## src/rtl/ins_sequencer_if.sv

```systemverilog
// Instruction sequencer bus: the instruction RAM read port plus the
// valid/ready instruction stream offered to the top-level controller.
interface ins_sequencer_if #(
  parameter int INST_W = 64,
  parameter int ADDR_W = 10
) ();

  // Instruction RAM read port (data returns one cycle after the strobe)
  logic              ram_rd_en;
  logic [ADDR_W-1:0] ram_rd_addr;
  logic [INST_W-1:0] ram_rd_data;

  // Instruction stream towards the controller
  logic              ins_valid;
  logic              ins_ready;
  logic [INST_W-1:0] ins;

  // Sequencer side
  modport master (
    output ram_rd_en,
    output ram_rd_addr,
    input  ram_rd_data,
    output ins_valid,
    output ins,
    input  ins_ready
  );

  // RAM / controller side
  modport slave (
    input  ram_rd_en,
    input  ram_rd_addr,
    output ram_rd_data,
    input  ins_valid,
    input  ins,
    output ins_ready
  );

endinterface

```

## src/rtl/ins_sequencer.sv

```systemverilog
// Instruction sequencer: fetches a program of i_ins_num words starting at
// i_ins_base from the instruction RAM, buffers them in a 2-entry FIFO and
// hands them to the controller over a valid/ready stream. After the last
// instruction is accepted it waits for the controller to go idle, then
// pulses o_done.
module ins_sequencer #(
  parameter int INST_W = 64,
  parameter int ADDR_W = 10
) (
  input  logic              clk,
  input  logic              rst_n,
  input  logic              i_start,
  input  logic              i_abort,
  input  logic [ADDR_W-1:0] i_ins_base,
  input  logic [ADDR_W-1:0] i_ins_num,
  input  logic              i_working,
  output logic              o_busy,
  output logic              o_done,
  output logic [ADDR_W-1:0] o_issued_cnt,
  ins_sequencer_if.master   bus
);

  typedef enum logic [1:0] {
    S_IDLE  = 2'd0,
    S_RUN   = 2'd1,
    S_DRAIN = 2'd2,
    S_DONE  = 2'd3
  } state_t;

  state_t            r_state;
  state_t            w_state_next;

  // Program bookkeeping
  logic [ADDR_W-1:0] r_rd_addr;     // next RAM address to read (wraps)
  logic [ADDR_W-1:0] r_num;         // instruction count of this program
  logic [ADDR_W-1:0] r_rd_cnt;      // reads issued so far
  logic [ADDR_W-1:0] r_issued_cnt;  // instructions accepted so far
  logic              r_inflight;    // a read was issued last cycle
  logic              r_low_seen;    // working was low on the previous DRAIN cycle

  // 2-entry instruction FIFO
  logic [INST_W-1:0] r_fifo [2];
  logic              r_wr_ptr;
  logic              r_rd_ptr;
  logic [1:0]        r_count;

  logic              w_valid;
  logic              w_pop;
  logic              w_push;
  logic              w_flush;
  logic              w_last;
  logic              w_rd_en;
  logic              w_done;
  logic              w_busy;
  logic              w_launch;
  logic [2:0]        w_pending;
  logic [ADDR_W-1:0] w_issued_inc;

  assign w_valid      = (r_count != 2'd0);
  assign w_pop        = w_valid && bus.ins_ready;
  assign w_launch     = (r_state == S_IDLE) && i_start;
  // Abort only has meaning while a program is active; in IDLE it is ignored.
  assign w_flush      = (r_state != S_IDLE) && i_abort;
  // Returning read data is dropped in the cycle an abort flushes the FIFO.
  assign w_push       = r_inflight && !w_flush;
  assign w_issued_inc = r_issued_cnt + 1'b1;
  assign w_last       = w_pop && (w_issued_inc == r_num);

  // Words that will be held or still arriving once this cycle's pop is done.
  // Counting the concurrent pop lets a new read go out every cycle while the
  // controller keeps accepting, yet never overfills the 2-entry FIFO.
  assign w_pending    = {1'b0, r_count} - {2'b00, w_pop} + {2'b00, r_inflight};

  // State register
  always_ff @(posedge clk or negedge rst_n) begin
    if (!rst_n) begin
      r_state <= S_IDLE;
    end else begin
      r_state <= w_state_next;
    end
  end

  // Next-state decode plus read strobe, busy and done generation
  always_comb begin
    w_state_next = r_state;
    w_rd_en      = 1'b0;
    w_done       = 1'b0;
    w_busy       = 1'b0;
    case (r_state)
      S_IDLE: begin
        if (i_start) begin
          // An empty program skips straight to waiting for the controller.
          w_state_next = (i_ins_num != '0) ? S_RUN : S_DRAIN;
        end
      end
      S_RUN: begin
        w_busy = 1'b1;
        if (i_abort) begin
          w_state_next = S_IDLE;
        end else begin
          w_rd_en = (r_rd_cnt != r_num) && (w_pending < 3'd2);
          if (w_last) begin
            w_state_next = S_DRAIN;
          end
        end
      end
      S_DRAIN: begin
        w_busy = 1'b1;
        if (i_abort) begin
          w_state_next = S_IDLE;
        end else if (!i_working && r_low_seen) begin
          // Two consecutive idle samples ride out the controller's status lag.
          w_state_next = S_DONE;
        end
      end
      S_DONE: begin
        w_done       = !i_abort;
        w_state_next = S_IDLE;
      end
      default: begin
        w_state_next = S_IDLE;
      end
    endcase
  end

  // Program counters, read tracking and FIFO occupancy/pointers
  always_ff @(posedge clk or negedge rst_n) begin
    if (!rst_n) begin
      r_rd_addr    <= '0;
      r_num        <= '0;
      r_rd_cnt     <= '0;
      r_issued_cnt <= '0;
      r_inflight   <= 1'b0;
      r_low_seen   <= 1'b0;
      r_wr_ptr     <= 1'b0;
      r_rd_ptr     <= 1'b0;
      r_count      <= 2'd0;
    end else if (w_launch) begin
      r_rd_addr    <= i_ins_base;
      r_num        <= i_ins_num;
      r_rd_cnt     <= '0;
      r_issued_cnt <= '0;
      r_inflight   <= 1'b0;
      r_low_seen   <= 1'b0;
      r_wr_ptr     <= 1'b0;
      r_rd_ptr     <= 1'b0;
      r_count      <= 2'd0;
    end else begin
      r_inflight <= w_rd_en;
      r_low_seen <= (r_state == S_DRAIN) && !i_working;
      if (w_rd_en) begin
        r_rd_addr <= r_rd_addr + 1'b1;
        r_rd_cnt  <= r_rd_cnt + 1'b1;
      end
      // A handshake in the abort cycle still happened, so it is counted.
      if (w_pop) begin
        r_issued_cnt <= w_issued_inc;
      end
      if (w_flush) begin
        r_wr_ptr <= 1'b0;
        r_rd_ptr <= 1'b0;
        r_count  <= 2'd0;
      end else begin
        if (w_push) begin
          r_wr_ptr <= r_wr_ptr + 1'b1;
        end
        if (w_pop) begin
          r_rd_ptr <= r_rd_ptr + 1'b1;
        end
        r_count <= r_count + {1'b0, w_push} - {1'b0, w_pop};
      end
    end
  end

  // FIFO storage: each entry captures returning RAM data when it is the write slot
  for (genvar gi = 0; gi < 2; gi++) begin : g_fifo
    always_ff @(posedge clk or negedge rst_n) begin
      if (!rst_n) begin
        r_fifo[gi] <= '0;
      end else if (w_push && (r_wr_ptr == 1'(gi))) begin
        r_fifo[gi] <= bus.ram_rd_data;
      end
    end
  end

  assign bus.ram_rd_en   = w_rd_en;
  assign bus.ram_rd_addr = r_rd_addr;
  assign bus.ins_valid   = w_valid;
  // Head of FIFO; forced to zero when nothing is offered.
  assign bus.ins         = w_valid ? r_fifo[r_rd_ptr] : '0;

  assign o_busy          = w_busy;
  assign o_done          = w_done;
  assign o_issued_cnt    = r_issued_cnt;

endmodule

```

## src/flat_wrapper.sv

```systemverilog
// flat-port wrapper written by rule: the top's interface ports become plain ports
module ins_sequencer_flat 
#(
  parameter int INST_W = 64,
  parameter int ADDR_W = 10
)
  (clk, rst_n, i_start, i_abort, i_ins_base, i_ins_num, i_working, o_busy, o_done, o_issued_cnt, bus_ram_rd_en, bus_ram_rd_addr, bus_ram_rd_data, bus_ins_valid, bus_ins, bus_ins_ready);
  ins_sequencer_if #(.INST_W(INST_W), .ADDR_W(ADDR_W)) bus_i ();
  input  logic clk;
  input  logic rst_n;
  input  logic i_start;
  input  logic i_abort;
  input  logic [ADDR_W-1:0] i_ins_base;
  input  logic [ADDR_W-1:0] i_ins_num;
  input  logic i_working;
  output logic o_busy;
  output logic o_done;
  output logic [ADDR_W-1:0] o_issued_cnt;
  output wire logic [$bits(bus_i.ram_rd_en)-1:0] bus_ram_rd_en;
  output wire logic [$bits(bus_i.ram_rd_addr)-1:0] bus_ram_rd_addr;
  input wire logic [$bits(bus_i.ram_rd_data)-1:0] bus_ram_rd_data;
  output wire logic [$bits(bus_i.ins_valid)-1:0] bus_ins_valid;
  output wire logic [$bits(bus_i.ins)-1:0] bus_ins;
  input wire logic [$bits(bus_i.ins_ready)-1:0] bus_ins_ready;
  assign bus_ram_rd_en = bus_i.ram_rd_en;
  assign bus_ram_rd_addr = bus_i.ram_rd_addr;
  assign bus_i.ram_rd_data = bus_ram_rd_data;
  assign bus_ins_valid = bus_i.ins_valid;
  assign bus_ins = bus_i.ins;
  assign bus_i.ins_ready = bus_ins_ready;
  ins_sequencer #(.INST_W(INST_W), .ADDR_W(ADDR_W)) u_core (.clk(clk), .rst_n(rst_n), .i_start(i_start), .i_abort(i_abort), .i_ins_base(i_ins_base), .i_ins_num(i_ins_num), .i_working(i_working), .o_busy(o_busy), .o_done(o_done), .o_issued_cnt(o_issued_cnt), .bus(bus_i));
endmodule
```

## config.mk

```make
export PLATFORM = sky130hd
export DESIGN_NAME = ins_sequencer_flat
export DESIGN_NICKNAME = d
export VERILOG_FILES = /design/src/rtl/ins_sequencer_if.sv /design/src/rtl/ins_sequencer.sv /design/src/flat_wrapper.sv
export SDC_FILE = /design/constraint.sdc
export NUM_CORES = 1
export LEC_CHECK = 0
export CAP_MARGIN = 10
export CELL_PAD_IN_SITES_DETAIL_PLACEMENT = 1
export CELL_PAD_IN_SITES_GLOBAL_PLACEMENT = 2
export CORE_MARGIN = 2
export CORE_UTILIZATION = 36
export DETAILED_ROUTE_END_ITERATION = 8
export PLACE_DENSITY = 0.9
export SETUP_SLACK_MARGIN = 0.02
export SLEW_MARGIN = 40
export SYNTH_ARGS = -nofsm -noshare
export SYNTH_HDL_FRONTEND = slang
export SYNTH_SLANG_ARGS = --single-unit
```

## constraint.sdc

```tcl
create_clock -name clk -period 7.7 [get_ports clk]
set_input_delay 0.77 -clock clk [delete_from_list [all_inputs] [get_ports clk]]
set_output_delay 0.77 -clock clk [all_outputs]
set_load 0.005 [all_outputs]
```

# Word-level counts from Yosys, hierarchy flattened
# Cells that the tools add are included.
word_totals:
  mem_bits_ro: 0
  out_inout_bits: 88
  mem_bits_rw: 0
  latch_bits: 0
  mem_count: 0
  reg_bits: 176
  in_bits: 90
classes:
  div: 0
  eq_ne: 8
  muxes: 31
  bitwise_logic: 2
  add_sub_neg: 9
  n_mul: 0
  reduce_logical: 23
  n_shift: 0
  n_lt_le_gt_ge: 2
ops:
  columns: ["op", "n"]
  rows:
  - ["$mux W64", 4]
  - ["$mux W10", 6]
  - ["$add A10 B1 Y10 const B", 3]
  - ["$mux W2", 8]
  - ["$mux W1", 12]
  - ["$eq A10 B10 Y1", 1]
  - ["$logic_and A1 B1 Y1", 10]
  - ["$ne A10 B10 Y1", 1]
  - ["$reduce_bool A10 Y1", 1]
  - ["$pmux W2 S4", 1]
  - ["$reduce_bool A2 Y1", 4]
  - ["$ne A3 B2 Y1 const B", 2]
  - ["$reduce_bool A3 Y1", 2]
  - ["$eq A2 B2 Y1 const B", 2]
  - ["$add A3 B1 Y3", 1]
  - ["$logic_not A1 Y1", 3]
  - ["$lt A3 B2 Y1 const B", 1]
  - ["$reduce_and A3 Y1", 1]
  - ["$sub A2 B1 Y3", 1]
  - ["$add A1 B1 Y1 const B", 2]
  - ["$add A2 B1 Y2", 1]
  - ["$eq A2 B1 Y1 const B", 1]
  - ["$ge A2 B2 Y1 const B", 1]
  - ["$logic_not A2 Y1", 1]
  - ["5 further kinds", 5]

# Logic depth before layout (Yosys ltp)
# Gate-level depths: netlist of the first run.
logic_depth:
  depth_word: 10
  mapped_depth: 12
  mapped_depth_nobuf: 10

# Worst setup path before layout of the first run
# OpenSTA, ideal clock, no wires.
synth_path:
  path_type: "input to output"
  startpoint: "input bus_ins_ready"
  endpoint: "output bus_ram_rd_en"
  path_stages: 9
  setup_slack_ns: 4.598
  n_path_buf: 2
  arrival_time_ns: 2.332
  path_cell_list: "nand2_2 -> clkbuf_1 -> nor2_1 -> fa_1 -> xnor2_1 -> nand3_1 -> or2_1 -> buf_6 -> inv_1"
synth_via:
  elab_chain_len: 7
synth_rtl:
  columns: ["element", "line_no", "source"]
  rows:
  - ["start, declared", "flat_wrapper.sv:24", "input wire logic [$bits(bus_i.ins_ready)-1:0] bus_ins_ready;"]
  - ["$logic_and A1 B1 Y1", "ins_sequencer.sv:60", "assign w_pop = w_valid && bus.ins_ready;"]
  - ["$sub A2 B1 Y3", "ins_sequencer.sv:72", "assign w_pending = {1'b0, r_count} - {2'b00, w_pop} + {2'b00, r_inflight};"]
  - ["$add A3 B1 Y3", "ins_sequencer.sv:72", null]
  - ["$lt A3 B2 Y1", "ins_sequencer.sv:101", "w_rd_en = (r_rd_cnt != r_num) && (w_pending < 3'd2);"]
  - ["$logic_and A1 B1 Y1", "ins_sequencer.sv:101", null]
  - ["$mux W1", "ins_sequencer.sv:98", "if (i_abort) begin"]
  - ["$mux W1", "ins_sequencer.sv:89", "case (r_state)"]
  - ["end, declared", "flat_wrapper.sv:19", "output wire logic [$bits(bus_i.ram_rd_en)-1:0] bus_ram_rd_en;"]
# Every way passes these cells.

# Worst setup path after layout of the first run
# Same ends and word-level chain as after synthesis.

==> impl_results.md, run 1 <==
- Status: completed
- Worst Path Max Fanout: 17
- WP data required: 6.93 ns
- Register area share after synthesis: 51.0%
- PwrDens: 350 nW/µm²
- Met3 usage: 3.79%
- Syn Inst Count: 733
- CP max-delay cell: or2_1
- Clk slew on worst S/H paths: 0.07 ns
- #FFs+latches synth: 176
- Max Root-Sink Buffers: 2
- CP Launch Type: input pin
- Pwr Total: roughly 0.0039 W
- Post-synthesis net count: roughly 830
- DPL Wire Length: 14600 µm
- Via/cell ratio: 4.93
- Crit path largest cell delay: between 0.5 and 0.6 ns
- GR met2 Demand/Resource: roughly 30%
- Final Max Tran Viols: 0
- Min cycle time layout: about 4.6 ns
- Maximum vdd ir drop: 0.141 mV
- Hold Buf Count CTS: 0
- Post-CTS Setup Inserts: 0
- Vias in the first global route: 6647
- Cell mode on critical path: clkdlybuf4s50_1
- Crit path DAT: 3.85 ns
- Measured slew at the worst slew-check pin: 0.810 ns
- M1 GR Usage: 23.1%
- CTS Root Cell: clkbuf_16
- Via count: 6045
- Area Overhead vs Synth: 30.3%
- Fillers: 2490
- Rel. slew slack: 46.0%
- Routability cong.: 0.775
- Initial antenna violation count: 0
- Max-cap violations: 0
- Reg-to-Reg Start: u_core.r_count[1]
- Commonest non-fill, non-tap cell in the layout: clkdlybuf4s50_1
- Grt total ovfl: 0
- FF-to-FF End: u_core.bus.ram_rd_addr[1]
- Ratio of cells with drive above 1 in the final layout: 21.1%
- Post-route DRC violation count: 0
- Leakage: 4.73 nW
- RSZ-0062 raised after global routing: no
- TritonRoute pass-1 iters: 4
- Largest net degree at the start of global routing: 73
- Reg2Reg Depth: 10
- ANT cells: 0
- # placed instances: 1194
- Initial Util: between 30% and 40%
- Reg2Reg Setup Slack: 4.67 ns
- Critical Path Start: bus_ins_ready
- Total negative slack: 0 ns
- Mapped Area: 8630 µm²
- Critical Setup Path Class: in -> out
- Total GRT Usage: 17.7%
- Routed len/inst: 17.7 µm
- Crit end category: primary output
- First-pass GRT wire length: 35700 µm
- Final setup viols: 0
- Worst hold path class: in -> async
- Most frequent cells in the layout: 176 x clkdlybuf4s50_1, 175 x dfrtp_1, 128 x mux2_2, 90 x nor2_1, 68 x mux2i_1
- Clk_skew: 0.0117 ns
- Port Buf Inserts: 177
- Standard-cell rows: 56
- Max Clk Rate: 216 MHz
- Initial drt markers: between 200 and 250
- Fin crit share: 60.0%
- CTS Buf Count: 17
- Die area: roughly 25000 µm²
- Final hold violation count: 0
- CTS sink count: 176
- Crit path cell chain: clkdlybuf4s50_1 -> nand2_2 -> nor2_1 -> fa_1 -> xnor2_1 -> nand3_1 -> or2_1 -> inv_1 -> clkdlybuf4s50_1
- Distinct cell type count after synthesis: 51
- Post-CTS sizing: 0
- Clock Latency Late Sink: 0.42 ns
- Syn Area/Cell: 11.8 µm²
- Routed WL: around 22000 µm
- Die W: 159 µm
- # IOs: between 150 and 200
- Most used routing layer in global routing: met2
- TritonCTS clock tree: built
- Die Ht: 159 µm
- Antenna-violating nets left: 0
- Synth warnings: 0
- Htree depth: 4
- Cell Count, Final, Fillers Out: between 1k and 1.5k
- Core area: 23500 µm²
- NumNets Final: 994
[layout make-up]
class | count | area [µm²] | area share (%)
Sequential cell | 176 | 4410 | 39.2
Multi-Input combinational cell | 505 | 3980 | 35.4
Timing Repair Buffer | 185 | 1860 | 16.5
Clock buffer | 17 | 425 | 3.78
Tap cell | 319 | 399 | 3.55
Clock inverter | 15 | 140 | 1.25
Inverter | 9 | 36.3 | 0.323
[worst max-delay path by stage]
stage | end | slack [ns]
after CTS | bus_ram_rd_en | 3.06
after floorplan | bus_ram_rd_en | 4.60
after detailed placement | bus_ram_rd_en | 3.08
final | bus_ram_rd_en | 3.08
after global routing | bus_ram_rd_en | 2.86
after global placement | bus_ram_rd_en | 3.11
[metrics by stage]
step	cell area [µm²]	util [%]	worst slack (ns)	hold WS [ns]
5_1_grt	11200	47.9	2.86	0.236
2_1_floorplan	8630	-	4.60	0.474
6_report	11200	47.9	3.08	0.227
3_5_place_dp	10700	45.5	3.08	0.494
3_3_place_gp	10700	45.4	3.11	0.486
4_1_cts	11200	47.9	3.06	0.226
[worst max-delay path, delay by kind of cell]
| kind | cells | cell delay [ns] |
|---|---|---|
| and+or+nand+nor | 4 | 1.43 |
| xor gates and xnor gates | 1 | 0.17 |
| adders and majority gates | 1 | 0.40 |
| buffers and inverters | 3 | 1.06 |
[synthesized netlist by cell type, drive strengths merged]
cell type | instances | area (µm²)
dfrtp | 176 | 4400
mux2 | 129 | 1460
nor2 | 91 | 342
mux2i | 68 | 681
nand2 | 59 | 224
xnor2 | 39 | 349
buf | 29 | 171
o21ai | 16 | 80.1
xor2 | 15 | 131
clkbuf | 14 | 52.6
nor4 | 12 | 103
nand3 | 11 | 65.1
ha | 9 | 113
inv | 9 | 36.3
a21oi | 6 | 33.8
nand4 | 6 | 37.5
nor3 | 6 | 30.0
or2 | 5 | 31.3
and3 | 4 | 25.0
nand2b | 4 | 25.0
nor2b | 3 | 18.8
nor3b | 3 | 22.5
nor4b | 3 | 32.5
or3 | 3 | 18.8
and2 | 2 | 12.5
o22ai | 2 | 18.8
a2111oi | 1 | 27.5
a211oi | 1 | 12.5
a21boi | 1 | 7.51
a22oi | 1 | 7.51
a41oi | 1 | 16.3
and2b | 1 | 7.51
and4 | 1 | 8.76
fa | 1 | 20.0
o31a | 1 | 8.76
[state kept, by name, summed over array words and instances (netlist names)]
signal,flops
u_core.r_fifo,128
u_core.r_rd_cnt,10
u_core.r_count,2
u_core.bus.ram_rd_addr,10
u_core.o_issued_cnt,10
u_core.r_rd_ptr,1
u_core.r_low_seen,1
u_core.r_num,10
u_core.r_wr_ptr,1
u_core.r_inflight,1
u_core.r_state,2
[metal layers]
metal / wire (µm) / vias to the layer above
li1: - / 2830
met1: 9900 / 3069
met2: 10700 / 129
met3: 859 / 17
met4: 243 / 0
met5: 0 / -
[cell families (layout without fill, tap and decap cells)]
family          Yosys count  count (layout)  share of synthesized area, %
simple gates            214             214                          11.6
mux                     197             197                          24.8
flops                   176             176                          51.0
xor+xnor                 54              54                          5.57
buf+inv                  52             226                          3.02
compound gates           30              30                          2.46
fa+ha+maj                10              10                          1.54
[where the power goes]
| group | switching, W | leakage, nW | internal [W] |
|---|---|---|---|
| Combinational | 0.000706 | 2.20 | 0.000884 |
| Clock | 0.000404 | 0.275 | 0.000430 |
| Sequential | 0.000245 | 2.26 | 0.00126 |
No activity file was read; power rests on OpenSTA's default activity.
==> run 2, diff against run 1 <==
CORE_UTILIZATION = 30   (was 36)
PLACE_DENSITY = 0.81   (was 0.9)
clock period = 3.8 ns   (was 7.7 ns; I/O delays follow)
==> impl_results.md, run 2 (synthesis gave the netlist of run 1 again) <==
- Status: completed
- Switch Pwr: 0.00281 W (+110%)
- WP data required: 3.42 ns (-3.51 ns)
- Delay-heaviest family, CP: simple AND/OR/NAND/NOR gates
- Worst hold path class: in -> reg
- Final hold violation count: 0 (unchanged)
- CTS Root Cell: clkbuf_16
- Worst Path Max Fanout: 11 (-6)
- Critical Setup Path Class: reg -> out
- Seq pwr share: 38.1% (-0.3 points)
- Initial drt markers: 346 (+50%)
- Area Overhead vs Synth: 32.6%
- Post-CTS sizing: 0 (unchanged)
- Ratio of cells with drive above 1 in the final layout: 21.4% (+0.32 points)
- DPL Wire Length: 14800 µm (+1.2%)
- Clk_skew: 0.0120 ns (+0.000255 ns)
- Crit path largest cell delay: 0.50 ns (-0.07 ns)
- Fillers: 3154 (+27%)
- Largest register FFs: 128 (unchanged)
- ANT cells: 0 (unchanged)
- Clk slew on worst S/H paths: 0.08 ns (about the same)
- Worst Slack Setup Final: 0.423 ns (-2.65 ns)
- Via count: 6045 (unchanged)
- Post-route DRC violation count: 0 (unchanged)
- Initial Util: 30.2% (-6.5 points)
- Die W: 174 µm (+9.3%)
- Vias in the first global route: 6662 (+0.23%)
- Via/cell ratio: 4.66 (-5.4%)
- Final instance area: 11400 µm² (+1.8%)
- CP max-delay cell: clkdlybuf4s50_1
- # IOs: 178 (unchanged)
- Crit end category: primary output
- Final Max Tran Viols: 0 (unchanged)
- Rel. slew slack: 48.4% (+2.4 points)
- Measured slew at the worst slew-check pin: 0.774 ns (-0.0363 ns)
- Fin crit share: 88.9%
- Antenna-violating nets left: 0 (unchanged)
- CTS Buf Count: 17 (unchanged)
- Reg2Reg Setup Slack: 1.16 ns (-3.51 ns)
- Die Ht: 174 µm (+9.3%)
- Worst Hold Slack: 0.484 ns (+0.257 ns)
- Total GRT Usage: 14.9% (-2.8 points)
- Grt total ovfl: 0 (unchanged)
- Dpl cell area: 10800 µm² (+1.2%)
- Buffers & Inverters on Critical Path: 3 (unchanged)
- Area of the multi-input gates: 3990 µm² (+0.13%)
- Core area: 28500 µm² (+22%)
- Min cycle time layout: approximately 3.4 ns
- NumNets Final: 999 (+0.50%)
- Max Root-Sink Buffers: 2 (unchanged)
- Switch share: 34.7% (+0.24 points)
- PwrDens: 707 nW/µm² (+100%)
- Int Pwr: 0.00528 W (+110%)
- CP Launch Type: register
- Largest net degree at the start of global routing: 109 (+49%)
- Port Buf Inserts: 177 (unchanged)
- RSZ-0062 raised after global routing: no
- Final setup viols: 0 (unchanged)
- Commonest non-fill, non-tap cell in the layout: clkdlybuf4s50_1
- Top reg by flops: u_core.r_fifo
- Max-cap violations: 0 (unchanged)
- Clock Latency Late Sink: 0.43 ns (about the same)
- TritonRoute pass-1 iters: 4 (unchanged)
- Most frequent cells in the layout: 176 x clkdlybuf4s50_1, 175 x dfrtp_1, 128 x mux2_2, 90 x nor2_1, 68 x mux2i_1
- Clk network pwr share: 22.5% (+1.3 points)
- Htree depth: 4 (unchanged)
- Routed len/inst: 16.7 µm (-5.3%)
- Initial antenna violation count: 0 (unchanged)
- Routed WL: 21700 µm (about the same)
- Standard-cell rows: 62 (+11%)
- TritonCTS clock tree: built
- Gate power share: 39.4% (-1.0 points)
- Leakage: 4.80 nW (+1.4%)
- Total negative slack: 0 ns (unchanged)
- Routability cong.: 0.755 (-2.6%)
- Crit path DAT: 3.00 ns (-0.85 ns)
- Max Clk Rate: 296 MHz
- Maximum vdd ir drop: 0.311 mV (+120%)
- Crit path cell chain: nor2_4 -> inv_2 -> nand2_2 -> nor2_1 -> fa_1 -> xnor2_1 -> nand3_1 -> or2_1 -> inv_1 -> clkdlybuf4s50_1
- Sequential cell area: 4410 µm² (unchanged)
- First-pass GRT wire length: 35800 µm (+0.23%)
- Pwr Total: 0.00809 W (+110%)
- Die area: 30100 µm² (+19%)
- Place WS: 0.621 ns (-2.46 ns)
- CTS sink count: 176 (unchanged)
## run 2: area by class of cell
cell class                 count  share of cell area (%)
clock buffer                  17                    3.72
clock inverter                15                    1.69
inverter                       9                   0.317
multi-input combinational    505                    34.8
sequential                   176                    38.5
tap                          384                    4.20
timing repair buffer         190                    16.7
## run 2: final timing paths
path / start / endpoint / cells past startpoint
worst min-delay path: i_ins_base[1] / u_core.bus.ram_rd_addr[1] / 3
worst max register to register: u_core.r_state[1] / u_core.r_fifo[65] / 8
min in group asynchronous: rst_n / u_core.bus.ram_rd_addr[5] / 2
worst min register to register: u_core.r_fifo[119] / u_core.r_fifo[119] / 1
worst max-delay path: u_core.r_count[1] / bus_ram_rd_en / 10
max in group asynchronous: rst_n / u_core.r_fifo[56] / 3
## run 2: worst register-to-register path, cell delays in order (launching register included)
cell and delay (ns):
dfrtp_1 0.41, inv_1 0.11, ha_1 0.22, inv_1 0.10
nand2_1 0.11, and2_1 0.25, nor2b_4 0.59, buf_4 0.37
mux2_2 0.38
## run 2: metrics by stage
step	util, %	instances
2_1_floorplan	-	733
4_1_cts	40.1	1296
3_3_place_gp	37.9	1263
6_report	40.1	1296
5_1_grt	40.1	1296
3_5_place_dp	37.9	1263
## run 2: timing repair
action,in CTS,in global routing
buffers inserted,0,0
hold buffers,1,0
endpoints found under the hold margin,41,0
## run 2: power by group through the flow
| stage | combinational, W | clock, W | sequential (W) |
|---|---|---|---|
| after detailed placement | 0.00325 | 0 | 0.00313 |
| after global routing | 0.00354 | 0.00196 | 0.00319 |
| after floorplan | 0.00205 | 0 | 0.00291 |
| final | 0.00319 | 0.00182 | 0.00308 |
| after global placement | 0.00318 | 0 | 0.00310 |
| after CTS | 0.00327 | 0.00189 | 0.00309 |
## run 2: metal layers
| layer | global-route usage [%] | vias to the layer above | wire, µm |
|---|---|---|---|
| met5 | 0 | - | 0 |
| met4 | 2.87 | 0 | 127 |
| met3 | 3.53 | 8 | 884 |
| met2 | 24.9 | 139 | 10700 |
| met1 | 19.8 | 3058 | 10000 |
| li1 | - | 2840 | - |
==> RTL edit (flow settings as in run 1) <==
`INST_W` is set to 64 in 3 places; all go to 60.
--- a/src/rtl/ins_sequencer_if.sv
+++ b/src/rtl/ins_sequencer_if.sv
@@ -3,3 +3,3 @@
 interface ins_sequencer_if #(
-  parameter int INST_W = 64,
+  parameter int INST_W = 60,
   parameter int ADDR_W = 10
--- a/src/rtl/ins_sequencer.sv
+++ b/src/rtl/ins_sequencer.sv
@@ -6,3 +6,3 @@
 module ins_sequencer #(
-  parameter int INST_W = 64,
+  parameter int INST_W = 60,
   parameter int ADDR_W = 10
--- a/src/flat_wrapper.sv
+++ b/src/flat_wrapper.sv
@@ -3,3 +3,3 @@
 #(
-  parameter int INST_W = 64,
+  parameter int INST_W = 60,
   parameter int ADDR_W = 10
Interface: changed (resized bus_ins and bus_ram_rd_data); port bits go from 178 to 170. No check against the original RTL was run, so the function may have changed too.
==> RTL edit against run 1 <==
  * Final cell count is 5.5% lower
  * Count of clock-buffer cells in the layout stayed put
  * Non-clock buffer count fell by 9
  * Setup slack improved by 0.10 ns
  * Synthesized area decreased by 5.6%
  * Final area fell by 4.4%
  * Global-route usage decreased by 0.64 points
  * Wire length fell by 7.5%
  * Total power shrank 5.1%
  * Via count decreased by 4.9%
  * Die area fell by 5.4%
  * Critical path depth stayed put
  * Sequential cell count shrank 8
  * Highest routed layer unchanged
==> RTL edit: results <==
{
  "status": "finished, final reports clean",
  "largest_reg_flops": 120,
  "routed_via_density": 4.97,
  "syn-num-nets": 800,
  "fin_ws_ns": 3.18,
  "grt_use_met1_pct": 23.4,
  "synthCells": 704,
  "grt_pass1_vias": 6161,
  "hpwl_um": 13500,
  "dr_wl_met3_um": 891,
  "track_usage_pct": 17.0,
  "leakagePower_nw": 4.62,
  "yosys-top-cells-count": "dfrtp_1, mux2_2, nor2_1",
  "route.met2.wl_um": 9280,
  "p_sw_mw": 1.28,
  "skew_ns": 0.0132,
  "synth_area_leaders": "dfrtp_1, mux2_2, mux2i_1, nor2_1, xor2_1",
  "drive_gt1_share_pct": 19.4,
  "cp_max_fo": 14,
  "crit_slowest_cell": "clkdlybuf4s50_1",
  "met1_length_um": 9760,
  "worstPathArrival_ns": 3.75,
  "finalPower_mw": 3.73,
  "rr_endpoint": "u_core.bus.ram_rd_addr[5]",
  "portBuffers": 169,
  "synthAdderAreaFrac_pct": 1.63,
  "ff2ff_setup_slack_ns": 4.50,
  "final_nets": 956,
  "yosysSeqAreaShare_pct": 51.6,
  "yosysUniqueCellTypes": 43,
  "synth_compound_gate_area_share_pct": 2.27,
  "slowest_delay_ns": 0.51,
  "irDropWorstVdd_mv": 0.171
}
## RTL edit: cell count changes in the layout (fill, tap and decap cells not counted), moves of 5 or more
cell	delta
dfrtp_1	-8
xor2_1	+15
xnor2_1	-16
nor4_1	-5
mux2_2	-8
nand2_1	-8
clkdlybuf4s50_1	-8
and2_1	+5
nand4_1	+8
## RTL edit: cell type report
cell class / instances / area, sq um
clock inverter: 15 / 176
tap: 285 / 357
inverter: 10 / 37.5
sequential: 168 / 4210
fill: 2402 / 11700
timing repair buffer: 176 / 1780
multi-input combinational: 487 / 3770
clock buffer: 17 / 425
## RTL edit: through the flow
| step | area, sq um | std cells |
|---|---|---|
| 6_report | 10800 | 1158 |
| 3_5_place_dp | 10100 | 1125 |
| 2_1_floorplan | 8150 | 704 |
| 5_1_grt | 10800 | 1158 |
| 4_1_cts | 10700 | 1157 |
| 3_3_place_gp | 10100 | 1125 |
